==> src/rtl/io_map_pkg.sv <==
// io_map_pkg: IO page map and load-format helpers shared by the memory-mapped
// IO buffers on the LSU path.
package io_map_pkg;

    localparam logic [19:0] IO_LEDR_PAGE   = 20'h10000;
    localparam logic [19:0] IO_LEDG_PAGE   = 20'h10001;
    localparam logic [19:0] IO_HEX_LO_PAGE = 20'h10002;
    localparam logic [19:0] IO_HEX_HI_PAGE = 20'h10003;
    localparam logic [19:0] IO_LCD_PAGE    = 20'h10004;
    localparam logic [19:0] IO_SW_PAGE     = 20'h10010;
    localparam logic [19:0] IO_KEY_PAGE    = 20'h10011;

    typedef enum logic [2:0] {
        F3_LB  = 3'b000,
        F3_LH  = 3'b001,
        F3_LW  = 3'b010,
        F3_LBU = 3'b100,
        F3_LHU = 3'b101
    } load_f3_e;

    function automatic logic f3_valid(input logic [2:0] f3);
        return (f3 == F3_LB) || (f3 == F3_LH) || (f3 == F3_LW) ||
               (f3 == F3_LBU) || (f3 == F3_LHU);
    endfunction

    // Halfword select uses off[1] only; misaligned halves are not supported.
    function automatic logic [31:0] load_fmt(input logic [31:0] w, input logic [2:0] f3,
                                             input logic [1:0] off);
        logic [7:0]  b;
        logic [15:0] h;
        b = w[{off, 3'b000} +: 8];
        h = off[1] ? w[31:16] : w[15:0];
        case (f3)
            F3_LB:   return {{24{b[7]}}, b};
            F3_LBU:  return {24'b0, b};
            F3_LH:   return {{16{h[15]}}, h};
            F3_LHU:  return {16'b0, h};
            F3_LW:   return w;
            default: return 32'b0;
        endcase
    endfunction

endpackage

==> src/rtl/key_debounce.sv <==
// key_debounce: two-flop synchroniser for one active-low key, counter-based
// debounce to a pressed=1 level, and a one-cycle pulse on each debounced press.
module key_debounce #(
    parameter int DB_CYCLES = 1_000_000,
    parameter int DB_CNT_W  = 20
) (
    input  logic i_clk,
    input  logic i_reset,
    input  logic i_btn_n,
    output logic o_level,
    output logic o_rise
);

    logic                r_s1;
    logic                r_s2;
    logic                r_level;
    logic [DB_CNT_W-1:0] r_cnt;
    logic                w_sample;
    logic                w_diff;
    logic                w_flip;

    assign w_sample = ~r_s2;
    assign w_diff   = w_sample ^ r_level;
    // The level only moves after DB_CYCLES consecutive differing samples.
    assign w_flip   = w_diff && (r_cnt == DB_CNT_W'(DB_CYCLES - 1));
    assign o_level  = r_level;
    assign o_rise   = w_flip & w_sample;

    always_ff @(posedge i_clk or negedge i_reset) begin
        if (!i_reset) begin
            r_s1    <= 1'b1;
            r_s2    <= 1'b1;
            r_level <= 1'b0;
            r_cnt   <= '0;
        end else begin
            r_s1    <= i_btn_n;
            r_s2    <= r_s1;
            r_level <= w_flip ? w_sample : r_level;
            r_cnt   <= (w_diff && !w_flip) ? r_cnt + 1'b1 : '0;
        end
    end

endmodule

==> src/rtl/input_buffer.sv <==
// input_buffer: synchronised switches, debounced keys with sticky clear-on-read
// press events, funct3-formatted load data. INPUT_BUFFER_KEY_IRQ_EN adds o_key_irq.
module input_buffer
    import io_map_pkg::*;
#(
    parameter int DB_CYCLES = 1_000_000,
    parameter int DB_CNT_W  = 20
) (
    input  logic        i_clk,
    input  logic        i_reset,
    input  logic [31:0] i_io_sw,
    input  logic [3:0]  i_io_btn,
    input  logic [31:0] i_io_addr,
    input  logic [2:0]  i_funct3,
    input  logic        f_io_rden,
`ifdef INPUT_BUFFER_KEY_IRQ_EN
    output logic        o_key_irq,
`endif
    output logic [31:0] o_io_rdata,
    output logic        o_io_hit
);

    logic [31:0] r_sw1;
    logic [31:0] r_sw2;
    logic [3:0]  r_ev;
    logic [3:0]  w_level;
    logic [3:0]  w_rise;
    logic        w_sw_sel;
    logic        w_key_sel;
    logic        w_clr;
    logic [31:0] w_word;
    logic        w_unused_addr;

    for (genvar k = 0; k < 4; k++) begin : g_key
        key_debounce #(
            .DB_CYCLES(DB_CYCLES),
            .DB_CNT_W (DB_CNT_W)
        ) u_db (
            .i_clk  (i_clk),
            .i_reset(i_reset),
            .i_btn_n(i_io_btn[k]),
            .o_level(w_level[k]),
            .o_rise (w_rise[k])
        );
    end

    assign w_sw_sel      = i_io_addr[31:12] == IO_SW_PAGE;
    assign w_key_sel     = i_io_addr[31:12] == IO_KEY_PAGE;
    assign w_unused_addr = ^i_io_addr[11:2];
    assign o_io_hit      = w_sw_sel | w_key_sel;
    assign w_word        = w_sw_sel ? r_sw2 : w_key_sel ? {24'b0, r_ev, w_level} : 32'b0;
    assign o_io_rdata    = f_io_rden ? load_fmt(w_word, i_funct3, i_io_addr[1:0]) : 32'b0;
    assign w_clr         = f_io_rden & w_key_sel & f3_valid(i_funct3);

    // A press landing in the clearing cycle must not be lost.
    always_ff @(posedge i_clk or negedge i_reset) begin
        if (!i_reset) begin
            r_sw1 <= '0;
            r_sw2 <= '0;
            r_ev  <= '0;
        end else begin
            r_sw1 <= i_io_sw;
            r_sw2 <= r_sw1;
            r_ev  <= (r_ev & {4{~w_clr}}) | w_rise;
        end
    end

`ifdef INPUT_BUFFER_KEY_IRQ_EN
    logic r_irq;
    assign o_key_irq = r_irq;
    always_ff @(posedge i_clk or negedge i_reset) begin
        if (!i_reset) r_irq <= 1'b0;
        else          r_irq <= |r_ev;
    end
`endif

endmodule

==> config.mk <==
export PLATFORM = sky130hd
export DESIGN_NAME = input_buffer
export DESIGN_NICKNAME = d
export VERILOG_FILES = /design/src/rtl/io_map_pkg.sv /design/src/rtl/key_debounce.sv /design/src/rtl/input_buffer.sv
export SDC_FILE = /design/constraint.sdc
export NUM_CORES = 1
export LEC_CHECK = 0
export ABC_AREA = 1
export BUFFER_PORTS_ARGS = -buffer_cell sky130_fd_sc_hd__buf_2
export CAP_MARGIN = 20
export CELL_PAD_IN_SITES_DETAIL_PLACEMENT = 0
export CELL_PAD_IN_SITES_GLOBAL_PLACEMENT = 1
export CORE_ASPECT_RATIO = 1.1
export CORE_MARGIN = 2
export CORE_UTILIZATION = 43
export DETAILED_ROUTE_END_ITERATION = 10
export GPL_ROUTABILITY_DRIVEN = 0
export PLACE_DENSITY_LB_ADDON = 0.1
export SLEW_MARGIN = 30
export SYNTH_ARGS = -nofsm -noshare
export SYNTH_HDL_FRONTEND = slang
export SYNTH_SLANG_ARGS = --single-unit
==> constraint.sdc <==
create_clock -name i_clk -period 2.36 [get_ports i_clk]
set_clock_uncertainty 0.2 [all_clocks]
set_input_delay 0.236 -clock i_clk [delete_from_list [all_inputs] [get_ports i_clk]]
set_output_delay 0.236 -clock i_clk [all_outputs]
set_load 0.01 [all_outputs]
### Yosys cells after proc, flatten, opt, wreduce, memory -nomap -nowiden

Cells that the tools add are included.

* output and inout bits: 33
* RAM bits: 0
* memories: 0
* input port bits: 74
* word-level logic and storage cells: 78
* register bits: 160
* latch bits: 0
* ROM bits: 0

* muxes and demuxes: 9
* reductions and logical operators: 17
* divide/modulo/power cells: 0
* equality and inequality tests: 10
* shift operators: 1
* add/sub/neg operators: 4
* bitwise gates (word level): 18
* multiply operators: 0
* order comparisons: 0

Operator list (number)
* one-hot mux 32 bit (5 select lines): 1
* adder 20 x 1 -> 20 bit (second input constant): 4
* == test 20 bit (second input constant): 4
* two-way mux 20 bit: 4
* two-way mux 32 bit: 2
* == test 20 x 17 -> 1 bit (second input constant): 2
* indexed part select 32 x 6 -> 8 bit: 1
* two-way mux 16 bit: 1
* logical AND 1 bit: 8
* two-way mux 8 bit: 1
* AND 1 bit: 6
* == test 3 bit (second input constant): 2
* NOT 1 bit: 5
* AND 4 bit: 1
* logical NOT 1 bit: 4
* logical OR 1 bit: 4
* bitwise OR 4 bit: 1
* XOR 1 bit: 4
* == test 3 x 1 -> 1 bit (second input constant): 1
* == test 3 x 2 -> 1 bit (second input constant): 1
* logical NOT 3 bit: 1
* bitwise OR 1 bit: 1

### Depth between registers and ports, before layout

Gate-level depths: netlist of the first run.

* depth in word-level cells: 9
* gate-level depth with buffers: 12

### Hierarchy

Synthesis of the first run repeated with hierarchy kept, for this count alone.

* cell total of the unflattened synthesis: 1045
* area total of the unflattened synthesis: 8413.1 um2

Modules (own cells, without submodules)
* key_debounce: area each 1328.8 um2, times used 4, cells each 174
* input_buffer: area each 3098.0 um2, times used 1, cells each 349

### Worst setup path after synthesis of the first run

No wires, ideal clock.

* path type: input port to output port
* start: input i_io_addr[20]
* end: output o_io_rdata[13]
* buffers on the path: 1
* data required time: 1.924 ns
* setup slack: 0.477 ns
* stages on the path: 10
* arrival time: 1.447 ns
* cell sequence: nor2_1 nand2_1 nor2_1 nand2_2 nor2_8 nand2_4 buf_6 o31ai_1 inv_1 a21oi_2

* cells in the longest elaborated chain, start to end: 6
* elaborated cells on any way between the ends: 8
* classes of those cells: 2 x eq/ne; 1 x shift; 5 x mux

RTL lines
* start: declaration: line input_buffer.sv:13 `input logic [31:0] i_io_addr,`
* == test 20 x 17 -> 1 bit: line input_buffer.sv:48 `assign w_key_sel = i_io_addr[31:12] == IO_KEY_PAGE;`
* two-way mux 8 bit: line input_buffer.sv:51 `assign w_word = w_sw_sel ? r_sw2 : w_key_sel ? {24'b0, r_ev, w_level} : 32'b0;`
* two-way mux 32 bit *: line input_buffer.sv:51
* indexed part select 32 x 6 -> 8 bit: line io_map_pkg.sv:31 `b = w[{off, 3'b000} +: 8];`
* one-hot mux 32 bit (5 select lines) *: line io_map_pkg.sv:33 `case (f3)`
* two-way mux 32 bit *: line input_buffer.sv:52 `assign o_io_rdata = f_io_rden ? load_fmt(w_word, i_funct3, i_io_addr[1:0]) : 32'b0;`
* end: declaration: line input_buffer.sv:19 `output logic [31:0] o_io_rdata,`

Every way passes the cells marked *; elsewhere a longest branch is shown, timed or not.

### Worst setup path after layout of the first run

* start: input i_io_addr[24]
* end: output o_io_rdata[16]

Same word-level chain as after synthesis.

==> impl_results.md, run 1 <==
* # IOs at 107
* Worst-path clk slew at 70 ps
* Flop2flop setup slack at 280 ps
* CTS Sinks at 160
* Cell count along the critical path at 11
* Max-cap violation count at 0
* Routed wire length at 17,860 um
* Comb power frac at 0.063
* Critical Path Sink Type: output pin
* Worst Setup Start Kind: primary input
* Initial antenna violation count at 0
* DP Worst Slack at 98.28 ps
* Hold Fails Final Rpt at 0
* Post-synthesis cell count at 883
* Least-Margin Pin Slew at 532.5 ps
* Pwr Density at 630.2 nW/um2
* Distinct cells, synth at 47
* Hold WC Path Type: in -> async
* Die Y at 144.1 um
* Unrepaired setup endpoints after global routing: false
* Critical Path RT at 1920 ps
* Sw Pwr at 0.001382 W
* P_int at 0.004674 W
* Dpl cell area at 8579 um2
* GR Overflow Total at 0
* DIE AREA at 18,930 um2
* Vias in the first global route at 6,070
* Outcome: finished clean
* Critical Path, Cell by Cell: buf_2, nor2_2, nand2_1, nor2_2, nand2_4, nor2_8, nand4_1, nand2_4, a21oi_1, a21oi_2, buf_2
* Synth Warn # at 0
* Number of flops mapped to enable cells by yosys at 0
* Largest net degree at the start of global routing at 51
* Mapped cell area at 7672 um2
* IO buf count at 96
* Clock network power share at 0.464
* Ant. Diodes at 0
* Register area share after synthesis at 0.5232
* First-pass GRT wire length at 30,010 um
* Max Buffers Root-to-Sink at 2
* First-pass iteration count of the detailed router at 4
* Later-pin clock latency in the skew report at 420 ps
* Fin crit share at 0.9376
* Crit path DAT at 1780 ps
* Post-CTS Setup Bufs at 0
* Final setup fails at 0
* Starting DRT DRC Count at 314
* Initial Util at 0.4356
* Final Critical Period at 2213 ps
* Vias after detailed routing at 6,257
* NumNets Final at 1,116
* Final worst slack at 147.3 ps
* Critical-path maximum fanout at 17
* Sequential power share at 0.473
* Synth Flop Type: dfrtp_1
* Total CTS buffers at 17
* Async set or reset register ratio after synthesis at 1.000
* Area grow syn2layout at 25.24%
* Syn_nets at 961
* Slowest-stage cell, CP: nand2_4
* DR vias/cell at 4.858
* Switching share of power at 0.2282
* Top delay family on crit path: simple AND/OR/NAND/NOR gates
* Core box area at 17,610 um2
* R2r worst-path depth at 9
* Layout cells sized above 1 at 0.2124
* CP Buf/Inv Count at 2
* R2r startpoint: g_key[3].u_db.r_cnt[0]$_DFF_PN0_
* Mean post-synth cell area at 8.689 um2
* CTS tree: done
* FP Rows at 51
* Leak at 4.304 nW
* Total GRT Usage at 0.1997
* Synth Register Bits at 160
* CP max stage delay at 220 ps
* Die Width at 131.4 um
* Crit Reg-Reg Endpoint: g_key[3].u_db.r_cnt[12]$_DFF_PN0_
* Kind of critical path: in -> out
* Max Clk Rate at 451.9 MHz
* DP Wirelength at 13,160 um
* Max VDD drop at 0.0005241 V
* Fin area at 9609 um2
* Relative slew margins at 0.6437
* Slew Viols, Final at 0
* Post-Route Setup TNS at 0 ps
* Routed wire per std cell at 13.86 um
* Worst setup startpoint: i_io_addr[24]
* Root buf cell: clkbuf_16
* DRC viols at 0
* Total power at 0.006055 W
* CTS H-tree lvls at 4
* DRT antenna net count at 0
* Worst Setup EP: o_io_rdata[16]
flip-flops by register name, summed over array words and instances (netlist names):
register / flops
r_sw1: 32
g_key.u_db.r_cnt: 80
g_key.u_db.r_s1: 4
g_key.u_db.o_level: 4
r_ev: 4
r_sw2: 32
g_key.u_db.r_s2: 4
cell families (layout without fill, tap and decap cells):
group | Yosys count | in the layout | share of synthesized area
mux | 2 | 2 | 0.002609
buf+inv | 135 | 302 | 0.07355
compound gates | 161 | 161 | 0.1244
simple gates | 399 | 399 | 0.2446
flops | 160 | 160 | 0.5232
xor+xnor | 22 | 22 | 0.02511
fa+ha+maj | 4 | 4 | 0.006523
final cells by class:
type / count / area, um2
Clock inverter: 12 / 158.9
Multi-Input combinational cell: 588 / 3163
Tap cell: 238 / 297.8
Sequential cell: 160 / 4014
Timing Repair Buffer: 158 / 1107
Fill cell: 1708 / 8003
Clock buffer: 19 / 442.9
Inverter: 113 / 425.4
cells in the mapped netlist, types with 3 or more instances:
| cell | instances | area [um2] |
|---|---|---|
| dfrtp_1 | 152 | 3804 |
| nor2_1 | 124 | 465.5 |
| nand2_1 | 116 | 435.4 |
| inv_1 | 104 | 390.4 |
| a21oi_1 | 65 | 325.3 |
| nand3_1 | 50 | 250.2 |
| nor3_1 | 48 | 240.2 |
| o21ai_0 | 37 | 185.2 |
| nand4_1 | 25 | 156.4 |
| a21oi_2 | 20 | 175.2 |
| xor2_1 | 18 | 157.7 |
| o31ai_1 | 14 | 105.1 |
| o21ai_1 | 11 | 55.05 |
| buf_2 | 9 | 45.04 |
| nor2_2 | 9 | 56.30 |
| dfstp_2 | 8 | 210.2 |
| inv_2 | 8 | 30.03 |
| nor4_1 | 7 | 43.79 |
| buf_6 | 6 | 67.56 |
| clkbuf_1 | 5 | 18.77 |
| a31oi_1 | 4 | 25.02 |
| ha_1 | 4 | 50.05 |
| xnor2_1 | 4 | 35.03 |
| o21a_1 | 3 | 22.52 |
per-stage QoR:
| step | std cells | utilization | hold slack, ps |
|---|---|---|---|
| after floorplan | 883 | - | -259.6 |
| final | 1288 | 0.5456 | 120.6 |
| after detailed placement | 1220 | 0.4871 | 22.60 |
| after CTS | 1288 | 0.5423 | 137.5 |
| after global routing | 1288 | 0.5456 | 151.2 |
| after global placement | 1220 | 0.4871 | 23.97 |
power by group through the flow:
stage          clock network (W)  registers [W]  logic (W)
2_1_floorplan                  0        0.00290   0.000145
3_3_place_gp                   0        0.00291   0.000338
4_1_cts                  0.00290        0.00286   0.000386
6_report                 0.00281        0.00286   0.000381
5_1_grt                  0.00301        0.00287   0.000433
3_5_place_dp                   0        0.00292   0.000337
placed cells by master (no fill, tap or decap), drive strengths merged:
cell type and count:
inv 115, nor4 8, nand4 26, clkbuf 19, o21ai 48, or2 3
xnor2 4, o21a 3, a211oi 2, dfrtp 152, dfstp 8, nor2 135
o21ba 1, bufinv 3, nand2 119, xor2 18, mux2i 2, o211ai 1
dlygate4sd3 37, nor3 51, ha 4, o31ai 14, clkinvlp 4, clkinv 3
a31oi 4, buf 121, nand3b 1, nand3 54, a21oi 85, o41ai 1
nor3b 1, and3 1, o211a 2
worst register-to-register path: stages (launching register included):
cell and delay [ps]:
dfrtp_1 400, ha_1 230, nand2_1 100, nor2_1 60, nand3_1 150, nor4_4 80
nor2_2 330, inv_1 110, buf_4 160, a211oi_1 180
worst min path at each step:
stage	slack, ps	to	startpoint	depth (start not counted)
floorplan	-260	g_key[0].u_db.o_level$_DFFE_PN0P_	i_reset	0
global placement	20	r_sw2[29]$_DFF_PN0_	i_reset	1
detailed placement	20	r_sw1[29]$_DFF_PN0_	i_reset	1
CTS	140	r_sw1[29]$_DFF_PN0_	i_reset	2
global route	150	r_sw2[15]$_DFF_PN0_	r_sw1[15]$_DFF_PN0_	0
finish	120	r_sw1[29]$_DFF_PN0_	i_reset	2
layer usage:
layer  up-vias  GRT usage  part of all wire
met2        90     0.3319              0.47
met4         0    0.05664             0.010
met5         -          0                 0
li1       3243          -                 -
met1      2910     0.2711              0.49
met3        14    0.03645             0.026
timing repair:
item,4_1_cts,5_1_grt
setup endpoints to repair,0,32
resized for setup,0,15
hold buffers,37,0
hold endpoints to repair,89,0
(Power assumes the default switching activity.)
==> inputs of run 2 (changes only) <==
RECOVER_POWER = 50   (was unset)
==> run 2 against run 1 <==
Against the previous run: cell area shrank 0.31%; via count shrank 0.42%; largest cell class unchanged; largest power group unchanged; critical path type unchanged; hold slack better by 22 ps; sequential share of layout area rose by 0.13 points.
==> impl_results.md, run 2 (synthesized netlist as in run 1, its figures left out) <==
* Outcome: finished clean (unchanged)
* Post-Route Setup TNS at 0 ps (unchanged)
* Critical Path RT at 1920 ps (about the same)
* Layout cells sized above 1 at 0.2029 (was 0.2124)
* Hold WC Path Type: reg -> reg (was in -> async)
* CTS tree: done (unchanged)
* R2r worst-path depth at 9 (unchanged)
* Largest net degree at the start of global routing at 51 (unchanged)
* Critical Path Sink Type: output pin (unchanged)
* CTS H-tree lvls at 4 (unchanged)
* Commonest non-fill, non-tap cell in the layout: dfrtp_1 (unchanged)
* Critical-path maximum fanout at 17 (unchanged)
* Vias after detailed routing at 6,231 (was 6,257)
* Unrepaired setup endpoints after global routing: false (unchanged)
* FP Rows at 51 (unchanged)
* Relative slew margins at 0.1280 (was 0.6437)
* Max VDD drop at 0.0005247 V (was 0.0005241 V)
* Commonest non-fill, non-tap cells in the layout: dfrtp_1, nor2_1, nand2_1, inv_1, buf_2 (unchanged)
* Worst-path clk slew at 70 ps (about the same)
* Root buf cell: clkbuf_16 (unchanged)
* Initial Util at 0.4356 (unchanged)
* Gr busiest metal: met2 (unchanged)
* DRT antenna net count at 0 (unchanged)
* DP Wirelength at 13,160 um (unchanged)
* Leak at 4.270 nW (was 4.304 nW)
* CP max stage delay at 220 ps (about the same)
* Worst Setup Start Kind: primary input (unchanged)
* Core box area at 17,610 um2 (unchanged)
* Final worst slack at 159.5 ps (was 147.3 ps)
* Routed wire length at 17,790 um (was 17,860 um)
* Hold Path Stages at 0
* Starting DRT DRC Count at 311 (was 314)
* Final setup fails at 0 (unchanged)
* Reg with most FFs: g_key.u_db.r_cnt (unchanged)
* DRC viols at 0 (unchanged)
* Initial antenna violation count at 0 (unchanged)
* NumNets Final at 1,116 (unchanged)
* DR vias/cell at 4.838 (was 4.858)
* Max-cap violation count at 0 (unchanged)
* Slowest-stage cell, CP: nand2_4 (unchanged)
* Area grow syn2layout at 24.85% (was 25.24%)
* Least-Margin Pin Slew at 1308 ps (was 532.5 ps)
* Post-CTS Setup Bufs at 0 (unchanged)
* Total GRT Usage at 0.1997 (unchanged)
* Max reg flops at 80 (unchanged)
* Hold Fails Final Rpt at 0 (unchanged)
* Max Buffers Root-to-Sink at 2 (unchanged)
* Max Clk Rate at 454.4 MHz (was 451.9 MHz)
* Ant. Diodes at 0 (unchanged)
* Later-pin clock latency in the skew report at 420 ps (about the same)
* Vias in the first global route at 6,070 (unchanged)
* GR Overflow Total at 0 (unchanged)
* DP Worst Slack at 98.28 ps (unchanged)
* Kind of critical path: in -> out (unchanged)
* Slew Viols, Final at 0 (unchanged)
* Die Width at 131.4 um (unchanged)
* Met2 Usage GRT at 0.3319 (unchanged)
* Final Critical Period at 2201 ps (was 2213 ps)
* Pwr Density at 630.9 nW/um2 (was 630.2 nW/um2)
* IO buf count at 96 (unchanged)
* Total CTS buffers at 17 (unchanged)
* Fin crit share at 0.9324 (was 0.9376)
* Crit path DAT at 1760 ps (was 1780 ps)
* # IOs at 107 (unchanged)
* First-pass iteration count of the detailed router at 5 (was 4)
* First-pass GRT wire length at 30,010 um (unchanged)
* Registers with the most flip-flops: g_key.u_db.r_cnt x80, r_sw1 x32, r_sw2 x32 (unchanged)
* Met3 Track Usage GR at 0.03645 (unchanged)
* CTS Sinks at 160 (unchanged)
* Die Y at 144.1 um (unchanged)
* GRT met1 Usage at 0.2711 (unchanged)
* Critical Path, Cell by Cell: buf_2, nor2_2, nand2_1, nor2_2, nand2_4, nor2_8, nand4_1, nand2_4, a21oi_1, a21oi_2, buf_2 (unchanged)
* Fill cell count at 1,717 (was 1,708)
* Routed wire per std cell at 13.81 um (was 13.86 um)
* DIE AREA at 18,930 um2 (unchanged)
==> run 2: report_power, final <==
part / internal [W] / total, W / switching, W
clock: 0.00170 / 0.00280 / 0.00111
sequential: 0.00283 / 0.00286 / 0.0000370
combinational: 0.000145 / 0.000375 / 0.000230
==> run 2: worst max-delay path: cells and delay by family <==
family / cells / cell delay, ps
AOI/OAI and AO/OA: 2 / 270
and+or+nand+nor: 7 / 1010
buffers and inverters: 2 / 240
==> run 2: through the flow <==
step | util | hold WS, ps | total power [W] | area (um2) | cells
finish | 0.5439 | 142.7 | 0.006044 | 9579 | 1288
global route | 0.5439 | 151.2 | 0.006305 | 9579 | 1288
CTS | 0.5423 | 137.5 | 0.006149 | 9552 | 1288
detailed placement | 0.4871 | 22.60 | 0.003252 | 8579 | 1220
global placement | 0.4871 | 23.97 | 0.003251 | 8579 | 1220
floorplan | - | -259.6 | 0.003047 | 7672 | 883
==> run 2: metal layers <==
layer,vias up,part of all wire
li1,3241,-
met4,0,0.011
met5,-,0
met3,14,0.027
met1,2895,0.49
met2,81,0.47
==> run 2: path summary, 6_finish.rpt <==
| path | startpoint | endpoint | slack (ps) |
|---|---|---|---|
| hold / removal | r_sw1[14]$_DFF_PN0_ | r_sw2[14]$_DFF_PN0_ | 140 |
| max in group asynchronous | i_reset | g_key[3].u_db.r_s1$_DFF_PN1_ | 450 |
| hold reg to reg | r_sw1[14]$_DFF_PN0_ | r_sw2[14]$_DFF_PN0_ | 140 |
| min in group asynchronous | i_reset | r_sw1[29]$_DFF_PN0_ | 440 |
| setup / recovery | i_io_addr[24] | o_io_rdata[16] | 160 |
| setup reg to reg | g_key[3].u_db.r_cnt[0]$_DFF_PN0_ | g_key[3].u_db.r_cnt[12]$_DFF_PN0_ | 280 |
==> run 2: repair_timing <==
action,4_1_cts,5_1_grt
hold buffers,37,0
endpoints found under the hold margin,89,0
gates resized for setup,0,15
setup endpoints to repair,0,32
==> run 2: area by class of cell <==
cell class	count	area, um2	share of cell area
Clock buffer	19	442.9	0.04624
Inverter	113	425.4	0.04441
Sequential cell	160	4014	0.4190
Timing Repair Buffer	158	1077	0.1125
Clock inverter	12	158.9	0.01659
Multi-Input combinational cell	588	3163	0.3302
Tap cell	238	297.8	0.03109
==> inputs of run 3 (changes only) <==
BUFFER_PORTS_ARGS = unset   (was -buffer_cell sky130_fd_sc_hd__buf_2)
CORE_UTILIZATION = 48   (was 43)
DONT_BUFFER_PORTS = 1   (was unset)
PLACE_DENSITY = 0.75   (was unset)
PLACE_DENSITY_LB_ADDON = unset   (was 0.1)
==> run 3 against run 2 <==
Against the previous run: critical path type is now reg -> out; sequential cell count unchanged; the flow now finishes with violations (negative hold slack); critical path depth down 4; setup slack better by 12 ps.
==> impl_results.md, run 3 (synthesized netlist as in run 1, its figures left out) <==
* Outcome: complete, but fails checks (was finished clean)
* Failing checks: negative hold slack
* Worst setup startpoint: r_sw2[7]$_DFF_PN0_ (was i_io_addr[24])
* DIE AREA at 17,010 um2 (was 18,930 um2)
* R2r worst-path depth at 8 (was 9)
* Crit path top cell by count: nand4_1
* Slowest-stage cell, CP: dfrtp_1 (was nand2_4)
* Worst Setup Start Kind: flip-flop (was primary input)
* Critical Path Sink Type: output pin (unchanged)
* Commonest non-fill, non-tap cells in the layout: dfrtp_1, nor2_1, nand2_1, inv_1, a21oi_1 (was dfrtp_1, nor2_1, nand2_1, inv_1, buf_2)
* Fill cell count at 1,359 (was 1,717)
* Critical Path RT at 1920 ps (about the same)
* CP Buf/Inv Count at 2 (unchanged)
* Pwr Density at 647.9 nW/um2 (was 630.9 nW/um2)
* Clock network power share at 0.465 (was 0.464)
* FP Rows at 48 (was 51)
* First-pass GRT wire length at 28,480 um (was 30,010 um)
* Slew Viols, Final at 0 (unchanged)
* Max Clk Rate at 457.0 MHz (was 454.4 MHz)
* R2r startpoint: g_key[3].u_db.r_cnt[0]$_DFF_PN0_ (unchanged)
* Initial Util at 0.4895 (was 0.4356)
* Post-Route Setup TNS at 0 ps (unchanged)
* Die Width at 124.5 um (was 131.4 um)
* Worst Setup EP: o_io_rdata[14] (was o_io_rdata[16])
* GR Overflow Total at 0 (unchanged)
* Reg with most FFs: g_key.u_db.r_cnt (unchanged)
* Max-cap violation count at 0 (unchanged)
* Hold WC Path Type: in -> async (was reg -> reg)
* Initial antenna violation count at 0 (unchanged)
* Max VDD drop at 0.0007297 V (was 0.0005247 V)
* Relative slew margins at 0.3579 (was 0.1280)
* CTS tree: done (unchanged)
* Leak at 3.800 nW (was 4.270 nW)
* Max reg flops at 80 (unchanged)
* Final Util at 0.5751 (was 0.5439)
* CTS Sinks at 160 (unchanged)
* Area grow syn2layout at 17.50% (was 24.85%)
* Crit path DAT at 1750 ps (was 1760 ps)
* IO buf count at 0 (was 96)
* Registers with the most flip-flops: g_key.u_db.r_cnt x80, r_sw1 x32, r_sw2 x32 (unchanged)
* Final setup fails at 0 (unchanged)
* Total CTS buffers at 17 (unchanged)
* Later-pin clock latency in the skew report at 420 ps (about the same)
* Root buf cell: clkbuf_16 (unchanged)
* Vias in the first global route at 5,769 (was 6,070)
* Sequential power share at 0.492 (was 0.474)
* Routed wire per std cell at 14.96 um (was 13.81 um)
* Switching share of power at 0.2191 (was 0.2276)
* Fin crit share at 0.9273 (was 0.9324)
* DRC viols at 0 (unchanged)
* Routed wire length at 17,130 um (was 17,790 um)
* Comb power frac at 0.043 (was 0.062)
* Largest net degree at the start of global routing at 161 (was 51)
* Ant. Diodes at 0 (unchanged)
* Final Critical Period at 2188 ps (was 2201 ps)
* Crit Reg-Reg Endpoint: g_key[3].u_db.r_cnt[8]$_DFF_PN0_ (was g_key[3].u_db.r_cnt[12]$_DFF_PN0_)
* Gr busiest metal: met2 (unchanged)
* Fin area at 9015 um2 (was 9579 um2)
* Top delay family on crit path: simple AND/OR/NAND/NOR gates (unchanged)
* Met3 Track Usage GR at 0.05043 (was 0.03645)
* Worst-path clk slew at 60 ps (was 70 ps)
* Hold Fails Final Rpt at 160 (was 0)
* DP Wirelength at 12,190 um (was 13,160 um)
* Die Y at 136.6 um (was 144.1 um)
* CTS H-tree lvls at 4 (unchanged)
* Met2 Usage GRT at 0.3233 (was 0.3319)
* Kind of critical path: reg -> out (was in -> out)
* DR vias/cell at 5.359 (was 4.838)
* GRT met1 Usage at 0.2877 (was 0.2711)
* Core box area at 15,680 um2 (was 17,610 um2)
* Commonest non-fill, non-tap cell in the layout: dfrtp_1 (unchanged)
* Sw Pwr at 0.001280 W (was 0.001375 W)
* DRT antenna net count at 0 (unchanged)
* NumNets Final at 1,010 (was 1,116)
* Critical-path maximum fanout at 12 (was 17)
* Hold slack at -696.4 ps (was 142.7 ps)
* Unrepaired setup endpoints after global routing: false (unchanged)
* Total GRT Usage at 0.2077 (was 0.1997)
* First-pass iteration count of the detailed router at 7 (was 5)
* Critical Path, Cell by Cell: inv_1, nand4_1, nand4_1, nand2_4, nand3_4, buf_12, a21oi_2 (was buf_2, nor2_2, nand2_1, nor2_2, nand2_4, nor2_8, nand4_1, nand2_4, a21oi_1, a21oi_2, buf_2)
* P_int at 0.004561 W (was 0.004668 W)
* Layout cells sized above 1 at 0.1217 (was 0.2029)
* Cts hold-fix bufs at 36 (was 37)
* Max Buffers Root-to-Sink at 2 (unchanged)
* Least-Margin Pin Slew at 955.8 ps (was 1308 ps)
* Cell count along the critical path at 7 (was 11)
* Dpl cell area at 7863 um2 (was 8579 um2)
* Starting DRT DRC Count at 459 (was 311)
* # IOs at 107 (unchanged)
* Vias after detailed routing at 6,136 (was 6,231)
* Flop2flop setup slack at 190 ps (was 280 ps)
* CP max stage delay at 320 ps (was 220 ps)
## run 3: changes by cell type in the layout (fill, tap and decap cells not counted), sizes merged
cell | previous run | this run
buf | 109 | 14
clkbuf | 31 | 22
clkinvlp | 4 | 2
nand3 | 54 | 56
bufinv | 3 | 2
dlygate4sd3 | 37 | 36
inv | 115 | 116
## run 3: worst min path at each step
stage,from,to,slack (ps)
after floorplan,i_reset,g_key[0].u_db.o_level$_DFFE_PN0P_,-260
after global placement,i_reset,r_sw2[25]$_DFF_PN0_,-250
after detailed placement,i_reset,r_sw1[25]$_DFF_PN0_,-250
after CTS,i_reset,r_sw1[28]$_DFF_PN0_,-710
after global routing,i_reset,r_sw2[30]$_DFF_PN0_,-720
final,i_reset,r_sw2[14]$_DFF_PN0_,-700
## run 3: metrics by stage
stage / instances / total power, W / setup WS (ps)
2_1_floorplan: 883 / 0.003047 / 477.2
3_3_place_gp: 1070 / 0.003095 / 83.88
3_5_place_dp: 1070 / 0.003101 / 17.11
4_1_cts: 1138 / 0.005882 / 17.93
5_1_grt: 1145 / 0.006067 / 2.705
6_report: 1145 / 0.005841 / 171.6
## run 3: layout make-up
class                           count  area [um2]  share of cell area
Sequential cell                   160        4014              0.4452
Multi-Input combinational cell    590        3236              0.3589
Timing Repair Buffer               50       498.0             0.05524
Clock buffer                       22       464.2             0.05149
Inverter                          113       425.4             0.04719
Tap cell                          200       250.2             0.02776
Clock inverter                     10       127.6             0.01416
## run 3: per-layer routing
layer,wire [um],part of all wire
met4,266,0.016
met3,901,0.053
met2,7834,0.46
met5,0,0
met1,8123,0.47
## run 3: repair_timing
action,CTS,global route
setup buffers,0,4
gates resized for setup,0,19
endpoints found under the hold margin,196,160
endpoints found under the setup margin,0,30
## run 3: power by group through the flow
stage          logic, W  registers (W)  clock network (W)
2_1_floorplan  0.000145        0.00290                  0
3_3_place_gp   0.000176        0.00292                  0
4_1_cts        0.000229        0.00287            0.00278
3_5_place_dp   0.000180        0.00292                  0
6_report       0.000251        0.00287            0.00272
5_1_grt        0.000279        0.00288            0.00291
## run 3: worst reg2reg max path, delay by kind of cell (launching register included)
kind / cells / cell delay [ps]
simple gates: 6 / 970
flops: 1 / 370
fa+ha+maj: 1 / 190
buf+inv: 1 / 310
